===== config.mk =====
export PLATFORM = sky130hd
export DESIGN_NAME = beat_sequencer
export DESIGN_NICKNAME = d
export VERILOG_FILES = /design/src/rtl/beat_sequencer.sv
export SDC_FILE = /design/constraint.sdc
export NUM_CORES = 1
export LEC_CHECK = 0
export ABC_CLOCK_PERIOD_IN_PS = 5800
export CAP_MARGIN = 20
export CORE_UTILIZATION = 52
export DETAILED_ROUTE_END_ITERATION = 7
export PLACE_DENSITY = 0.8
export SYNTH_ARGS = -nofsm -noshare
export SYNTH_HDL_FRONTEND = slang
export SYNTH_SLANG_ARGS = --single-unit

===== constraint.sdc =====
create_clock -name clk -period 5.8 [get_ports clk]
set_clock_uncertainty 0.2 [all_clocks]
set_input_delay 1.16 -clock clk [delete_from_list [all_inputs] [get_ports clk]]
set_output_delay 1.16 -clock clk [all_outputs]
set_load 0.005 [all_outputs]

===== src/rtl/beat_sequencer.sv =====
// -----------------------------------------------------------------------------
// beat_sequencer
//
// Song-position timebase. A free-running divider counts CLKS_PER_SEMI clocks
// per semiquaver. Four semiquavers make a crotchet. The song is NUM_CROTCHETS
// crotchets long. Every output comes straight from a flop.
//
// Optional feature (macro BEAT_SEQUENCER_LOOP_EN):
//   defined   : after the last semiquaver of the last crotchet, wrap to
//               crotchet 0 with both strobes and keep running.
//   undefined : stop in DONE with crotchet = NUM_CROTCHETS-1 and semi = 3.
//
// Parameters
//   CLKS_PER_SEMI  clocks per semiquaver (2 .. 2^24-1)
//   NUM_CROTCHETS  song length in crotchets (2 .. 128)
//
// Ports
//   clk            system clock, rising edge
//   rst            asynchronous active-high reset
//   start          one-cycle request to begin at crotchet 0 (IDLE/DONE only)
//   stop           one-cycle abort back to IDLE; wins over start and hold
//   hold           level; freezes divider, semi and crotchet while high
//   crotchet[6:0]  current crotchet index
//   crotchet_pulse one-cycle strobe with each new crotchet value
//   semi[1:0]      semiquaver within the crotchet
//   semi_pulse     one-cycle strobe with each new semi value
//   running        high in RUN or HOLD
//   done           high in DONE
//   state_dbg[1:0] FSM state (IDLE=0, RUN=1, HOLD=2, DONE=3) for checkers
//
// Handshake: start and stop are plain single-cycle requests sampled on the
// rising edge with no acknowledge; hold is a level sampled every edge.
// -----------------------------------------------------------------------------
module beat_sequencer #(
  parameter int CLKS_PER_SEMI = 5460000,
  parameter int NUM_CROTCHETS = 104
) (
  input  logic       clk,
  input  logic       rst,
  input  logic       start,
  input  logic       stop,
  input  logic       hold,
  output logic [6:0] crotchet,
  output logic       crotchet_pulse,
  output logic [1:0] semi,
  output logic       semi_pulse,
  output logic       running,
  output logic       done,
  output logic [1:0] state_dbg
);

  localparam logic [23:0] DIV_LAST      = 24'(CLKS_PER_SEMI - 1);
  localparam logic [6:0]  LAST_CROTCHET = 7'(NUM_CROTCHETS - 1);

  typedef enum logic [1:0] {
    IDLE = 2'd0,
    RUN  = 2'd1,
    HOLD = 2'd2,
    DONE = 2'd3
  } state_t;

  state_t      state, state_n;
  logic [23:0] divider, divider_n;
  logic [6:0]  crotchet_n;
  logic [1:0]  semi_n;
  logic        crotchet_pulse_n, semi_pulse_n;
  logic        running_n, done_n;

  // Next-state and next-output logic.
  always_comb begin
    state_n          = state;
    divider_n        = divider;
    semi_n           = semi;
    crotchet_n       = crotchet;
    crotchet_pulse_n = 1'b0;
    semi_pulse_n     = 1'b0;

    if (stop) begin
      state_n    = IDLE;
      divider_n  = '0;
      semi_n     = '0;
      crotchet_n = '0;
    end else begin
      case (state)
        IDLE, DONE: begin
          if (start) begin
            state_n          = RUN;
            divider_n        = '0;
            semi_n           = '0;
            crotchet_n       = '0;
            crotchet_pulse_n = 1'b1;
            semi_pulse_n     = 1'b1;
          end
        end
        RUN, HOLD: begin
          if (hold) begin
            // Everything stays frozen, including on the RUN->HOLD edge.
            state_n = HOLD;
          end else begin
            // Leaving HOLD counts on the same edge so a hold of N cycles
            // delays the timeline by exactly N cycles.
            state_n = RUN;
            if (divider == DIV_LAST) begin
              divider_n = '0;
              if (semi == 2'd3) begin
                if (crotchet == LAST_CROTCHET) begin
`ifdef BEAT_SEQUENCER_LOOP_EN
                  crotchet_n       = '0;
                  semi_n           = '0;
                  crotchet_pulse_n = 1'b1;
                  semi_pulse_n     = 1'b1;
`else
                  // End of song: crotchet and semi keep their last values.
                  state_n = DONE;
`endif
                end else begin
                  crotchet_n       = crotchet + 7'd1;
                  semi_n           = '0;
                  crotchet_pulse_n = 1'b1;
                  semi_pulse_n     = 1'b1;
                end
              end else begin
                semi_n       = semi + 2'd1;
                semi_pulse_n = 1'b1;
              end
            end else begin
              divider_n = divider + 24'd1;
            end
          end
        end
        default: begin
          state_n = IDLE;
        end
      endcase
    end

    running_n = (state_n == RUN) || (state_n == HOLD);
    done_n    = (state_n == DONE);
  end

  always_ff @(posedge clk or posedge rst) begin
    if (rst) begin
      state          <= IDLE;
      divider        <= '0;
      semi           <= '0;
      crotchet       <= '0;
      crotchet_pulse <= 1'b0;
      semi_pulse     <= 1'b0;
      running        <= 1'b0;
      done           <= 1'b0;
    end else begin
      state          <= state_n;
      divider        <= divider_n;
      semi           <= semi_n;
      crotchet       <= crotchet_n;
      crotchet_pulse <= crotchet_pulse_n;
      semi_pulse     <= semi_pulse_n;
      running        <= running_n;
      done           <= done_n;
    end
  end

  assign state_dbg = state;

endmodule


After elaboration in Yosys (flattened, before gate mapping)
Index checks and enable logic that the tools add are counted.

storage, ports and cells
  logic and storage cells = 71
  flip-flop bits (word level) = 39
  bits of input ports = 5
  output and inout port bits = 15

operators by class
  add/subtract/negate cells = 3
  muxes and demuxes = 38
  reduce and logical (&&, ||, !) cells = 7
  eq/ne operators = 15

operators by type and width
  operator               count
  $mux 24                4
  $pmux 24 s2            1
  $mux 7                 6
  $add 24x1->24 const B  1
  $eq 24x23->1 const B   1
  $mux 2                 12
  $ne 3x3->1 const B     5
  $pmux 7 s2             1
  $eq 2x2->1 const B     5
  $mux 1                 10
  $pmux 2 s2             2
  $add 7x1->7 const B    1
  $eq 7x7->1 const B     1
  $reduce_and 5->1       1
  $eq 2x1->1 const B     2
  $ne 4x4->1 const B     1
  $pmux 1 s2             2
  $reduce_and 4->1       1
  $reduce_or 2->1        2
  $add 2x1->2 const B    1
  $logic_not 2->1        1
  $reduce_and 2->1       1
  $logic_or 1x1->1       1

Logic depth before layout (Yosys ltp)
Gate-level depths: netlist of run 1.

  depth in word-level cells = 9
  depth in mapped cells = 8
  depth with buffers taken out = 7

Worst setup path before layout of run 1
OpenSTA, ideal clock, no wires.

  path kind = input port to flip-flop
  from = input port hold
  to = register divider[17]
  library setup time = 0.119 ns
  path buffers = 1
  slack = 3.210 ns
  data required time = 5.481 ns
  cell stages on the path = 5
  arrival = 2.272 ns
  path through = or2_2 buf_2 a2111oi_0 xnor2_1 nor2_1

between the ends
  word-level cells in the longest chain between the ends = 2

RTL lines
  what                               RTL line  text
  start: declaration                 42        input logic hold,
  $ne 3x3->1 (no source line)        --
  $reduce_and 2->1 (no source line)  --
  end signal: assignment             153       divider <= divider_n;
  end: declaration                   63        logic [23:0] divider, divider_n;

Every way passes these cells.
A chain may end at the register's enable or synchronous reset.

Final worst setup path of run 1
  from = input port hold
  to = register divider[22]

The elaborated chain is that of the path after synthesis.

==> results of run 1 <==
==> cells in the final DEF, fill, tap and decap left out, drive strengths merged, types with 5 or more instances in the layout <==
master,Yosys,routed
clkdlybuf4s50,0,19
xnor2,8,8
and3,11,11
nor4b,5,5
dfrtp,39,39
nor2,23,23
inv,5,5
nand3,11,11
nand4,7,7
o211ai,5,5
o21ai,10,10
o2111ai,6,6
nand2,12,12
clkbuf,9,6
and4,5,5
a21oi,12,12
xor2,8,8
==> area by class of cell <==
class | count | share of cell area [%]
clock buffers | 6 | 2.904
inverters | 5 | 0.7511
multi-input cells | 172 | 46.87
flip-flops and latches | 39 | 39.06
well taps | 50 | 2.504
repair buffers | 20 | 7.912
==> per-layer routing <==
metal  share of wire [%]  vias up  track usage [%]
li1                    -      889                -
met1                  48      888            31.60
met2                  48       49            38.99
met3                 4.2        4            5.743
met4                0.69        0            8.511
met5                   0        -                0
==> report_power, final <==
group	switching [mW]	total, mW	internal, mW
clock	0.0842	0.164	0.0801
sequential	0.00571	0.283	0.277
combinational	0.0366	0.0574	0.0208
total	0.127	0.504	0.378
==> registers in the layout, summed over array words and instances, names as in the netlist <==
name,cells
semi_pulse,1
crotchet_pulse,1
running,1
done,1
semi,2
divider,24
state_dbg,2
crotchet,7
==> worst max-delay path, delay by kind of cell <==
kind	cells	cell delay, ns
buf+inv	1	0.49
simple gates	3	1.70
compound gates	1	0.16
==> per-stage QoR <==
| stage | cell area, um2 | worst slack (ns) | hold slack [ns] | utilization (%) |
|---|---|---|---|---|
| after floorplan | 2231 | 3.210 | 0.2535 | - |
| after global placement | 2426 | 2.126 | 0.2777 | 59.79 |
| after detailed placement | 2426 | 2.024 | 0.2788 | 59.79 |
| after CTS | 2499 | 2.333 | 0.2877 | 61.58 |
| after global routing | 2499 | 2.078 | 0.3132 | 61.58 |
| final | 2499 | 2.282 | 0.2879 | 61.58 |
==> kinds of logic (layout without fill, tap and decap cells) <==
| group | count (synthesis) | in the layout | share of synthesized area (%) |
|---|---|---|---|
| AND/OR/NAND/NOR | 94 | 94 | 25.13 |
| AO/OA/AOI/OAI | 56 | 56 | 17.56 |
| flip-flops | 39 | 39 | 43.75 |
| buffers and inverters | 18 | 31 | 3.757 |
| XOR/XNOR | 16 | 16 | 6.618 |
| adder cells (fa/ha/maj) | 4 | 4 | 2.243 |
| multiplexers | 2 | 2 | 0.9534 |
==> worst paths after layout <==
| check | endpoint | start | cells after the start | slack (ns) |
|---|---|---|---|---|
| setup reg to reg | divider[22] | state_dbg[0] | 5 | 2.90 |
| max in group asynchronous | divider[0] | rst | 3 | 3.97 |
| hold reg to reg | divider[23] | divider[23] | 1 | 0.29 |
| min in group asynchronous | divider[21] | rst | 3 | 1.07 |
| hold / removal | divider[23] | divider[23] | 1 | 0.29 |
| setup / recovery | divider[22] | hold | 5 | 2.28 |
==> results summary, run 1 <==
The flow ran to the end, and the final reports show no timing, DRC or antenna violations. The count of endpoints failing setup in the final report came out at 0. The number of warnings issued by yosys is 0. The transition at the pin with the smallest max-transition slack came out at 1.037 ns. The critical path data required time is 5.80 ns. TritonCTS built the clock tree. The aggregate global-route resource usage came out at 24.25%.

The max-slew violation count is 0. The async set or reset register ratio after synthesis is 100.0%. The number of nets in the layout is 252. Synthesis produced 229 cells. IR analysis of the VDD net gives a maximum drop of 0.1224 mV. Setup repair after global routing left no endpoint under its margin.

The final cell count without fillers came out at 292. The number of antenna violations at the first check in global routing came out at 0. The pin count of the biggest net entering global routing came out at 40.

The CTS buffer count is 5. The area of the core region came out at 4058 um2. Buffers placed on the I/O ports in this run total 19. The number of cells upsized or downsized after cts came out at 0. The post-route netlist has 7.438% of its cells at a drive strength greater than 1.

The area occupied by registers is 975.9 um2. The total power divided by cell area is 201.8 nW/um2. Sequential cells were found to cover 43.75% of the synthesized design area. The vertical die dimension is 67.50 um. The synthesized area is 2231 um2. Summed over all failing endpoints, the final setup total negative slack is 0 ns.

In this run, synthesis inferred 0 flip-flops with an integrated enable. By area the synthesized netlist is led by sky130_fd_sc_hd__dfrtp_1, sky130_fd_sc_hd__nor2_1, sky130_fd_sc_hd__xor2_1, sky130_fd_sc_hd__and3_1, sky130_fd_sc_hd__xnor2_1. The number of clock sinks seen by CTS came out at 39. The worst path in the final design needs a cycle of 3.518 ns, including I/O delays and setup. The overall overflow remaining after global route is 0.

The post-detailed-route DRC marker count came out at 0. The critical path in this run is classified as in2reg. Traced cell by cell, the critical path runs through clkdlybuf4s50_1, nor2_1, nor2_1, or4_1, a21oi_1.

The first-pass detailed-route iteration total is 5. The post-CTS setup repair buffer count is 0. The root buffer cell chosen for the clock tree is sky130_fd_sc_hd__clkbuf_8.

The clock latency on the worst-skew pair is 0.28 ns. Hold repair after CTS inserted 0 buffers. After floorplanning, the core was divided into 23 placement rows. The peak per-stage delay on the critical path came out at 0.77 ns.

STA classifies the critical path startpoint as an input pin. The path class of the tightest hold or removal check is reg2reg. The total instance count after detailed placement is 286.

The worst slew margin relative to its limit came out at 30.85%. The number of endpoints with negative hold slack in the final report came to 0. The layout-stage area growth over the synthesis result is 12.00%. By instance count, the leading cell after synthesis is sky130_fd_sc_hd__dfrtp_1. The final critical-path share of the clock period came out at 60.66%. The I/O pin count came out at 20. The total wirelength of the detailed-routed design came out at 4661 um.

The post-synthesis cell type with the largest combined area is sky130_fd_sc_hd__dfrtp_1. For this block, the initial DRC count from the detailed router was 167. After synthesis, the mean cell area works out to 9.742 um2. Fill cells in the final layout number 334. The repair_antennas step left the layout with diodes totalling 0. Summed over all nets, the half-perimeter wirelength after detailed placement is 3267 um. The distinct cell type count after synthesis came out at 54. The number of nets handed over by synthesis was 238.

The maximum fanout along the worst path came out at 13. The via count of the first global-routing pass is 1772. By count the netlist is led by sky130_fd_sc_hd__dfrtp_1, sky130_fd_sc_hd__nor2_1, sky130_fd_sc_hd__a21oi_1, sky130_fd_sc_hd__nand2_1, sky130_fd_sc_hd__nand3_1. Overall power consumption after layout is estimated at 504.3 uW.

The maximum number of buffers from clock root to sink came out at 2. The via-per-instance ratio came out at 6.267. The first global-routing pass estimated 8217 um of wire.

The maximum clock frequency came out at 0.2842 GHz. The routed via count came out at 1830. The die boundary width is 67.50 um. The wire length per cell after detailed routing came out at 15.96 um. The combined area of the multi-input logic cells is 1171 um2.

The slowest stage of the critical path belongs to the cell sky130_fd_sc_hd__nor2_1. The area share of the largest cell type after synthesis is 43.75%. In this run the remaining antenna-violating nets after routing total 0. Synthesis inferred 39 register bits.

The clock slew seen by the registers of the worst setup and hold paths is 0.07 ns. The arrival time at the worst endpoint came out at 3.52 ns. Counting stages on the worst path, the most repeated cell is sky130_fd_sc_hd__nor2_1. The final weighted congestion in routability-driven placement is 0.8327. The die area is 4556 um2. For this configuration, the core starts out at a cell density of 54.98%. The most used flip-flop cell after synthesis is sky130_fd_sc_hd__dfrtp_1. The H-tree was split into 2 levels.

In this run the static leakage power is 1.035 nW. The type of element capturing the critical path is a register. The max-cap violation count is 0.
Note: power is estimated with default switching activity, not from simulation.
==> run 2, diff against run 1 <==
Settings changed: ABC_CLOCK_PERIOD_IN_PS 5800 to 3200, PLACE_DENSITY 0.8 to 0.83.
Clock period 5.8 ns to 3.2 ns, I/O delays scaled along.
==> results summary, run 2 (same netlist as run 1, synthesis figures left out) <==
The run finished with clean final reports. The post-CTS setup repair buffer count is 0 (unchanged). The number of endpoints with negative hold slack in the final report came out at 0 (unchanged). The number of flip-flops in the largest register came out at 24 (unchanged). The die area was 4556 um2 (unchanged).

The count of inserted antenna diode cells came out at 0 (unchanged). The total instance count after detailed placement is 292 (+2.1%). The total negative slack came out at 0 ns (unchanged).

The final HPWL from detailed placement came out at 3452 um (+5.7%). The maximum clock frequency came out at 0.3892 GHz. The depth of the CTS H-tree is 2 (unchanged). Setup repair after global routing left no endpoint under its margin.

The worst setup path is launched from a register. The share of total power in sequential cells is 51.7% (-4.3 points). The layout-stage area growth over the synthesis result came out at 15.26%. The wire length on met3 came out at 209 um (+6.6%). The number of buffers added on ports came out at 19 (unchanged). The number of DRC violations after detailed-routing iteration 0 came out at 224 (+34%). The worst vdd rail ir drop is 0.1728 mV (+41%). The global-route wire length before repair is 7962 um (-3.1%). In the layout the commonest cells are sky130_fd_sc_hd__dfrtp_1, sky130_fd_sc_hd__nor2_1, sky130_fd_sc_hd__clkdlybuf4s50_1. The routed via count is 1865 (+1.9%). The relative contribution of combinational cells to total power came out at 11.7% (+0.3 points). In this run the worst hold path is classified as reg2reg. The number of cells upsized or downsized after cts came out at 0 (unchanged). The number of nets in the layout is 258 (+2.4%). The first-pass detailed-route iteration total is 4 (-1). The switching fraction of total power came out at 24.75% (-0.34 points). The max-cap violation count was 0 (unchanged). The worst setup path is of the reg2reg kind.

The area occupied by registers came to 975.9 um2 (unchanged). The clock latency on the worst-skew pair is 0.30 ns (+0.02 ns). The internal power consumption is 744.9 uW (+97%). The largest registers in the layout are divider x24, crotchet x7. The maximum fanout along the worst path is 12 (-1). The critical path data required time is 3.18 ns (-2.62 ns). In this run the top signal layer used is met4. The share of the core filled with cells is 63.37% (+1.8 points). The post-detailed-route DRC marker count is 0 (unchanged).

The final cell count without fillers came out at 300 (+2.7%). The count of endpoints failing setup in the final report was 0 (unchanged). The vertical die dimension came out at 67.50 um (unchanged).

The area of the core region is 4058 um2 (unchanged). The via count of the first global-routing pass came out at 1639 (-7.5%). The total wirelength of the detailed-routed design came out at 4788 um (+2.7%). The most frequent standard cell in the layout excluding fill and tap cells is sky130_fd_sc_hd__dfrtp_1.

The initial core utilization came out at 54.98% (unchanged). The final critical-path share of the clock period is 80.30%. STA classifies the critical path endpoint as a register.

The share of cells above drive strength 1 is 10.40% (+3.0 points). The top register by number of flip-flops is divider. The clock period minus worst slack is 2.570 ns. The met1 wire length came out at 2129 um (-3.9%). The final weighted congestion in routability-driven placement came out at 0.8584 (+3.1%). The worst slew margin relative to its limit came out at 67.42% (+37 points). The max-slew violation count is 0 (unchanged). The I/O pin count came out at 20 (unchanged). The pin count of the biggest net entering global routing is 40 (unchanged). The clock slew seen by the registers of the worst setup and hold paths came to 0.08 ns (about the same).

The maximum number of buffers from clock root to sink came to 2 (unchanged). The tree is rooted in a sky130_fd_sc_hd__clkbuf_8. The number of rows in the core area is 23 (unchanged). The filler cell count in the final layout is 328 (-1.8%). The total net switching power is 245.0 uW (+94%). The number of clock sinks seen by CTS came out at 39 (unchanged).

The CTS buffer count came out at 5 (unchanged). The wire length per cell after detailed routing came out at 15.96 um (about the same). The via-per-instance ratio is 6.217 (-0.81%).

The fraction of power consumed by the clock network is 36.6% (+4.0 points). The number of antenna violations at the first check in global routing is 0 (unchanged). The overall overflow remaining after global route came out at 0 (unchanged). The total power divided by cell area came to 385.0 nW/um2 (+91%).

The transition at the pin with the smallest max-transition slack came to 0.4763 ns (-0.5610 ns). The combined area of the multi-input logic cells came out at 1171 um2 (unchanged). The static power due to leakage is 1.079 nW (+4.3%).

The remaining antenna violation count is 0 (unchanged). The number of buffers inserted by hold repair at cts is 0 (unchanged). TritonCTS built the clock tree. The total met2 wirelength after detailed routing was 2368 um (+6.9%).

The arrival time at the worst endpoint came out at 2.55 ns (-0.97 ns). The aggregate global-route resource usage came out at 23.75% (-0.50 points). The die boundary width came out at 67.50 um (unchanged).
-- run 2: changes by cell type in the layout (fill, tap and decap cells not counted) --
| cell | previous run | this run |
|---|---|---|
| sky130_fd_sc_hd__buf_4 | 1 | 7 |
| sky130_fd_sc_hd__clkbuf_8 | 5 | 7 |
-- run 2: worst paths after layout --
check / startpoint / end / slack, ns / cells past startpoint
max: divider[9] / divider[18] / 0.63 / 6
max reg2reg: divider[9] / divider[18] / 0.63 / 6
min reg2reg: divider[23] / divider[23] / 0.31 / 1
min: divider[23] / divider[23] / 0.31 / 1
max in group asynchronous: rst / divider[15] / 1.90 / 3
min in group asynchronous: rst / divider[14] / 0.55 / 3
-- run 2: cell type report --
cell class / instances / share of cell area (%)
clock buffers: 8 / 3.893
inverters: 5 / 0.7299
multi-input cells: 172 / 45.55
flip-flops and latches: 39 / 37.96
well taps: 50 / 2.433
repair buffers: 26 / 9.440
-- run 2: worst max-delay path: stages, from the launching register on --
cell	delay, ns
sky130_fd_sc_hd__dfrtp_1	0.42
sky130_fd_sc_hd__or4b_4	0.57
sky130_fd_sc_hd__nor4_4	0.41
sky130_fd_sc_hd__nand2_1	0.18
sky130_fd_sc_hd__o21ai_2	0.35
sky130_fd_sc_hd__buf_4	0.26
sky130_fd_sc_hd__nor2_1	0.07
-- run 2: metal layers --
layer | global-route usage (%) | vias up
li1 | - | 909
met1 | 31.25 | 895
met2 | 38.12 | 53
met3 | 4.899 | 8
met4 | 8.777 | 0
met5 | 0 | -
-- run 2: per-stage QoR --
stage	power (mW)	hold slack, ns	cell area [um2]	worst slack, ns
floorplan	0.5935	0.2535	2231	0.9189
global placement	0.6340	0.2811	2471	0.5635
detailed placement	0.6370	0.2843	2471	0.5117
CTS	0.9995	0.2989	2571	0.6197
global route	1.036	0.3405	2571	0.4607
finish	0.9898	0.3113	2571	0.6304
-- run 2: power by group through the flow --
stage / combinational [mW] / sequential, mW / clock [mW]
after CTS: 0.116 / 0.512 / 0.371
after detailed placement: 0.115 / 0.522 / 0
after global placement: 0.113 / 0.521 / 0
final: 0.116 / 0.512 / 0.362
after global routing: 0.129 / 0.514 / 0.393
after floorplan: 0.0770 / 0.517 / 0
==> RTL edit 1 (flow settings as in run 2) <==
Build with the macro `BEAT_SEQUENCER_LOOP_EN` defined.
--- a/src/rtl/beat_sequencer.sv
+++ b/src/rtl/beat_sequencer.sv
@@ -31,6 +31,8 @@
 // Handshake: start and stop are plain single-cycle requests sampled on the
 // rising edge with no acknowledge; hold is a level sampled every edge.
 // -----------------------------------------------------------------------------
+`define BEAT_SEQUENCER_LOOP_EN
+
 module beat_sequencer #(
   parameter int CLKS_PER_SEMI = 5460000,
   parameter int NUM_CROTCHETS = 104
Behaviour: no difference found for any inputs over 10 cycles, from zero or initial values and one cycle with rst high; that may be too few to reach the edited logic, so the function may still have changed.
==> RTL edit 1 against run 2 <==
Total power is 4.0% lower. Core utilization shrank 1.0 points. Final area down 2.3%. Worst setup slack worse by 0.13 ns. Area after synthesis is 1.2% lower. Wire length is 4.6% lower. Sequential cell count is the same. Combinational power up 5%. Via count decreased by 4.4%. Critical path type unchanged.
==> RTL edit 1: results (changes against run 2) <==
[status]
outcome = finished, final reports clean

[synthesis]
yosys-top-cells-count = dfrtp_1 (39), nor2_1 (29), a21oi_1 (20), xnor2_1 (17), nand3_1 (13)
yosysUniqueCellTypes = 50  ; -7.4%
ys_seq_area_share_pct = 44.29  ; +0.55 points
synth_cells = 227  ; -0.87%
syn_nets = 236  ; -0.84%

[final_layout]
multi_input_area_share_pct = 45.74  ; +0.19 points
fin_nets = 255  ; -1.2%
layout-drive-gt1-share_pct = 8.907  ; -1.5 points
layoutNonFillerInstCount = 297  ; -1.0%
clockNetworkAreaShare_pct = 3.239  ; -0.65 points
buf_share_pct = 9.068  ; -0.37 points
num-clock-buffers = 7  ; -1
seq_cells = 39  ; unchanged
fillers = 351  ; +7.0%
nNonClkInverters = 4  ; -1

[pwr]
clk-power_mw = 0.319  ; -12%
p_leak_nw = 1.020  ; -5.5%

[grt]
grt_usage_pct = 24.18  ; +0.43 points
use_met3_pct = 5.822  ; +0.92 points
gr-usage-met2_pct = 41.25  ; +3.1 points

[critical_path]
r2r_setup_slack_ns = 0.50  ; -0.13 ns
r2r_start = divider[21]$_DFFE_PP0P_
arrival_ns = 2.68  ; +0.13 ns
crit_path_end = divider[7]$_DFFE_PP0P_

[die]
die_area_um2 = 4502  ; -1.2%

[min_path]
min_from = semi[1]$_DFFE_PP0P_

[placed_design]
hpwl_um = 3258  ; -5.6%
place_worst_setup_slack_ns = 0.3473  ; -0.1644 ns
gp_congestion = 0.8680  ; +1.1%

[timing]
whs_ns = 0.3615  ; +0.05020 ns
slew_headroom_pct = 53.26  ; -14 points
fmax_ghz = 0.3708  ; -4.7%

[routing]
wl_met3_um = 173  ; -17%
wire_per_inst_um = 15.39  ; -3.6%
num_vias = 1783  ; -4.4%
initialDrtViolationCount = 109  ; -51%
dr_wl_met2_um = 2321  ; -2.0%

-- RTL edit 1: cell types whose count changed after synthesis, moves of 4 or more --
cell / run 2 / this run
o21ai_0: 9 / 2
and2_1: 0 / 5
o2111ai_1: 6 / 0
o211ai_1: 5 / 0
clkbuf_1: 9 / 5
nor4b_1: 5 / 1
a2111oi_0: 1 / 5
xor2_1: 8 / 0
xnor2_1: 7 / 17
nor2_1: 23 / 29
a21oi_1: 12 / 20
-- RTL edit 1: cell families after synthesis --
group | synth area share (%)
simple gates | 24.59
compound gates | 15.90
flops | 44.29
xor+xnor | 7.496
buf+inv | 3.577
mux | 1.874
fa+ha+maj | 2.272
-- RTL edit 1: worst register-to-register path, stage by stage (launching register included) --
cell,delay (ns)
dfrtp_1,0.43
or4b_4,0.56
nor4_4,0.40
and2_1,0.31
o21a_1,0.37
buf_4,0.25
nor2_1,0.07
==> RTL edit 2 (flow settings as in run 2) <==
Made on the original files. Add an input register stage for `start`, `stop` and `hold`, with the module's reset; this delays them by one clock. Comments in the files are not updated.
--- a/src/rtl/beat_sequencer.sv
+++ b/src/rtl/beat_sequencer.sv
@@ -59,6 +59,22 @@
     DONE = 2'd3
   } state_t;
 
+  logic start_q;
+  logic stop_q;
+  logic hold_q;
+
+  always_ff @(posedge clk or posedge rst) begin
+    if (rst) begin
+      start_q <= '0;
+      stop_q  <= '0;
+      hold_q  <= '0;
+    end else begin
+      start_q <= start;
+      stop_q  <= stop;
+      hold_q  <= hold;
+    end
+  end
+
   state_t      state, state_n;
   logic [23:0] divider, divider_n;
   logic [6:0]  crotchet_n;
@@ -75,7 +91,7 @@
     crotchet_pulse_n = 1'b0;
     semi_pulse_n     = 1'b0;
 
-    if (stop) begin
+    if (stop_q) begin
       state_n    = IDLE;
       divider_n  = '0;
       semi_n     = '0;
@@ -83,7 +99,7 @@
     end else begin
       case (state)
         IDLE, DONE: begin
-          if (start) begin
+          if (start_q) begin
             state_n          = RUN;
             divider_n        = '0;
             semi_n           = '0;
@@ -93,7 +109,7 @@
           end
         end
         RUN, HOLD: begin
-          if (hold) begin
+          if (hold_q) begin
             // Everything stays frozen, including on the RUN->HOLD edge.
             state_n = HOLD;
           end else begin
Check against the original RTL: not equivalent (Yosys sat finds a counterexample within 4 cycles, from zero or initial values and one cycle with rst high).
==> RTL edit 2 against run 2 <==
Wire length decreased by 7.0%. Worst setup slack improved by 0.14 ns. Combinational power decreased by 19%. Non-clock buffer count decreased by 4. Sequential cell count increased by 3. Final area increased by 1.5%. Sequential share of layout area increased by 2.3 points. Total power increased by 6.7%. Core utilization increased by 0.47 points. Area after synthesis increased by 1.7%.
==> RTL edit 2: results (changes against run 2) <==
[status]
outcome = finished, final reports clean

[timing]
tightest_slew_ns = 0.6704  ; +0.1941 ns

[critical_path]
cp_slowest_stage_delay_ns = 0.52  ; -0.05 ns
reg2reg_to = crotchet[5]$_DFFE_PP0P_
crit_slowest_cell = a21o_1
arrival_ns = 2.41  ; -0.14 ns
crit_family = compound AO/OA/AOI/OAI gates
r2r_cells = 5  ; -1
cp-startpoint = state_dbg[1]$_DFF_PP0_
r2r_setup_slack_ns = 0.77  ; +0.14 ns
r2r_start = state_dbg[1]$_DFF_PP0_

[synthesis]
yosysUniqueCellTypes = 45  ; -17%
synth_adder_area_share_pct = 2.205  ; -0.038 points
ys_seq_area_share_pct = 46.31  ; +2.6 points
syn_nets = 229  ; -3.8%
yosys-top-cells-count = dfrtp_1 (42), nor2_1 (22), a21oi_1 (13), nand3_1 (13), xor2_1 (10)
synth.avg_cell_area_um2 = 10.32  ; +5.9%
synth-compound-area-share_pct = 17.70  ; +0.14 points
synth_xor_area_share_pct = 6.891  ; +0.27 points
synthMuxAreaShare_pct = 1.819  ; +0.87 points

[grt]
top_usage_layer = met2
grt_util_met1_pct = 31.94  ; +0.69 points
use_met3_pct = 5.500  ; +0.60 points
grt_usage_pct = 22.88  ; -0.87 points
gr-usage-met2_pct = 33.95  ; -4.2 points
grt_pass1_wl_um = 7741  ; -2.8%
grt_pass1_vias = 1619  ; -1.2%

[placed_design]
gp_congestion = 0.8220  ; -4.2%
hpwl_um = 3020  ; -13%
placed_area_um2 = 2502  ; +1.3%

[pwr]
p_clk_share_pct = 39.2  ; +2.6 points
vdd_drop_max_uv = 209.4  ; +21%
power_frac_seq_pct = 51.9  ; +0.2 points
p_leak_nw = 1.099  ; +1.9%
p_int_mw = 0.8059  ; +8.2%

[routing]
wl_met3_um = 250  ; +20%
dr_wl_met2_um = 2007  ; -15%
m1WireLength_um = 2128  ; about the same
num_vias = 1785  ; -4.3%
wl_um = 4455  ; -7.0%
initialDrtViolationCount = 123  ; -45%

[min_path]
whs_endpoint = divider[22]$_DFFE_PP0P_
min_path_cells = 1  ; unchanged
min_from = divider[22]$_DFFE_PP0P_

[final_layout]
layoutNonFillerInstCount = 291  ; -3.0%
layout-drive-gt1-share_pct = 10.37  ; -0.027 points
fillers = 336  ; +2.4%

-- RTL edit 2: changes by cell type after synthesis, moves of 3 or more --
cell / delta
clkbuf_1: -7
and3_1: -6
buf_2: +6
o21ai_0: -5
nand2_1: -4
nor2b_1: -4
dfrtp_1: +3
nor2_2: +3
nor4b_1: -3
-- RTL edit 2: area by class of cell --
| cell class | instances | area share (%) |
|---|---|---|
| repair buffers | 22 | 8.153 |
| clock buffers | 7 | 2.926 |
| flip-flops and latches | 42 | 40.29 |
| inverters | 7 | 1.007 |
| multi-input cells | 162 | 44.08 |
| clock inverters | 1 | 1.151 |
| well taps | 50 | 2.398 |
-- RTL edit 2: metrics by stage --
stage          hold slack [ns]  setup WS (ns)  util [%]  total power [mW]
6_report                0.3342         0.7735     63.84             1.056
5_1_grt                 0.3543         0.6063     63.84             1.097
4_1_cts                 0.3327         0.7982     63.84             1.064
3_5_place_dp            0.3099         0.7862     61.24            0.6536
3_3_place_gp            0.3132         0.8521     61.24            0.6514
2_1_floorplan           0.2787          1.172         -            0.6198
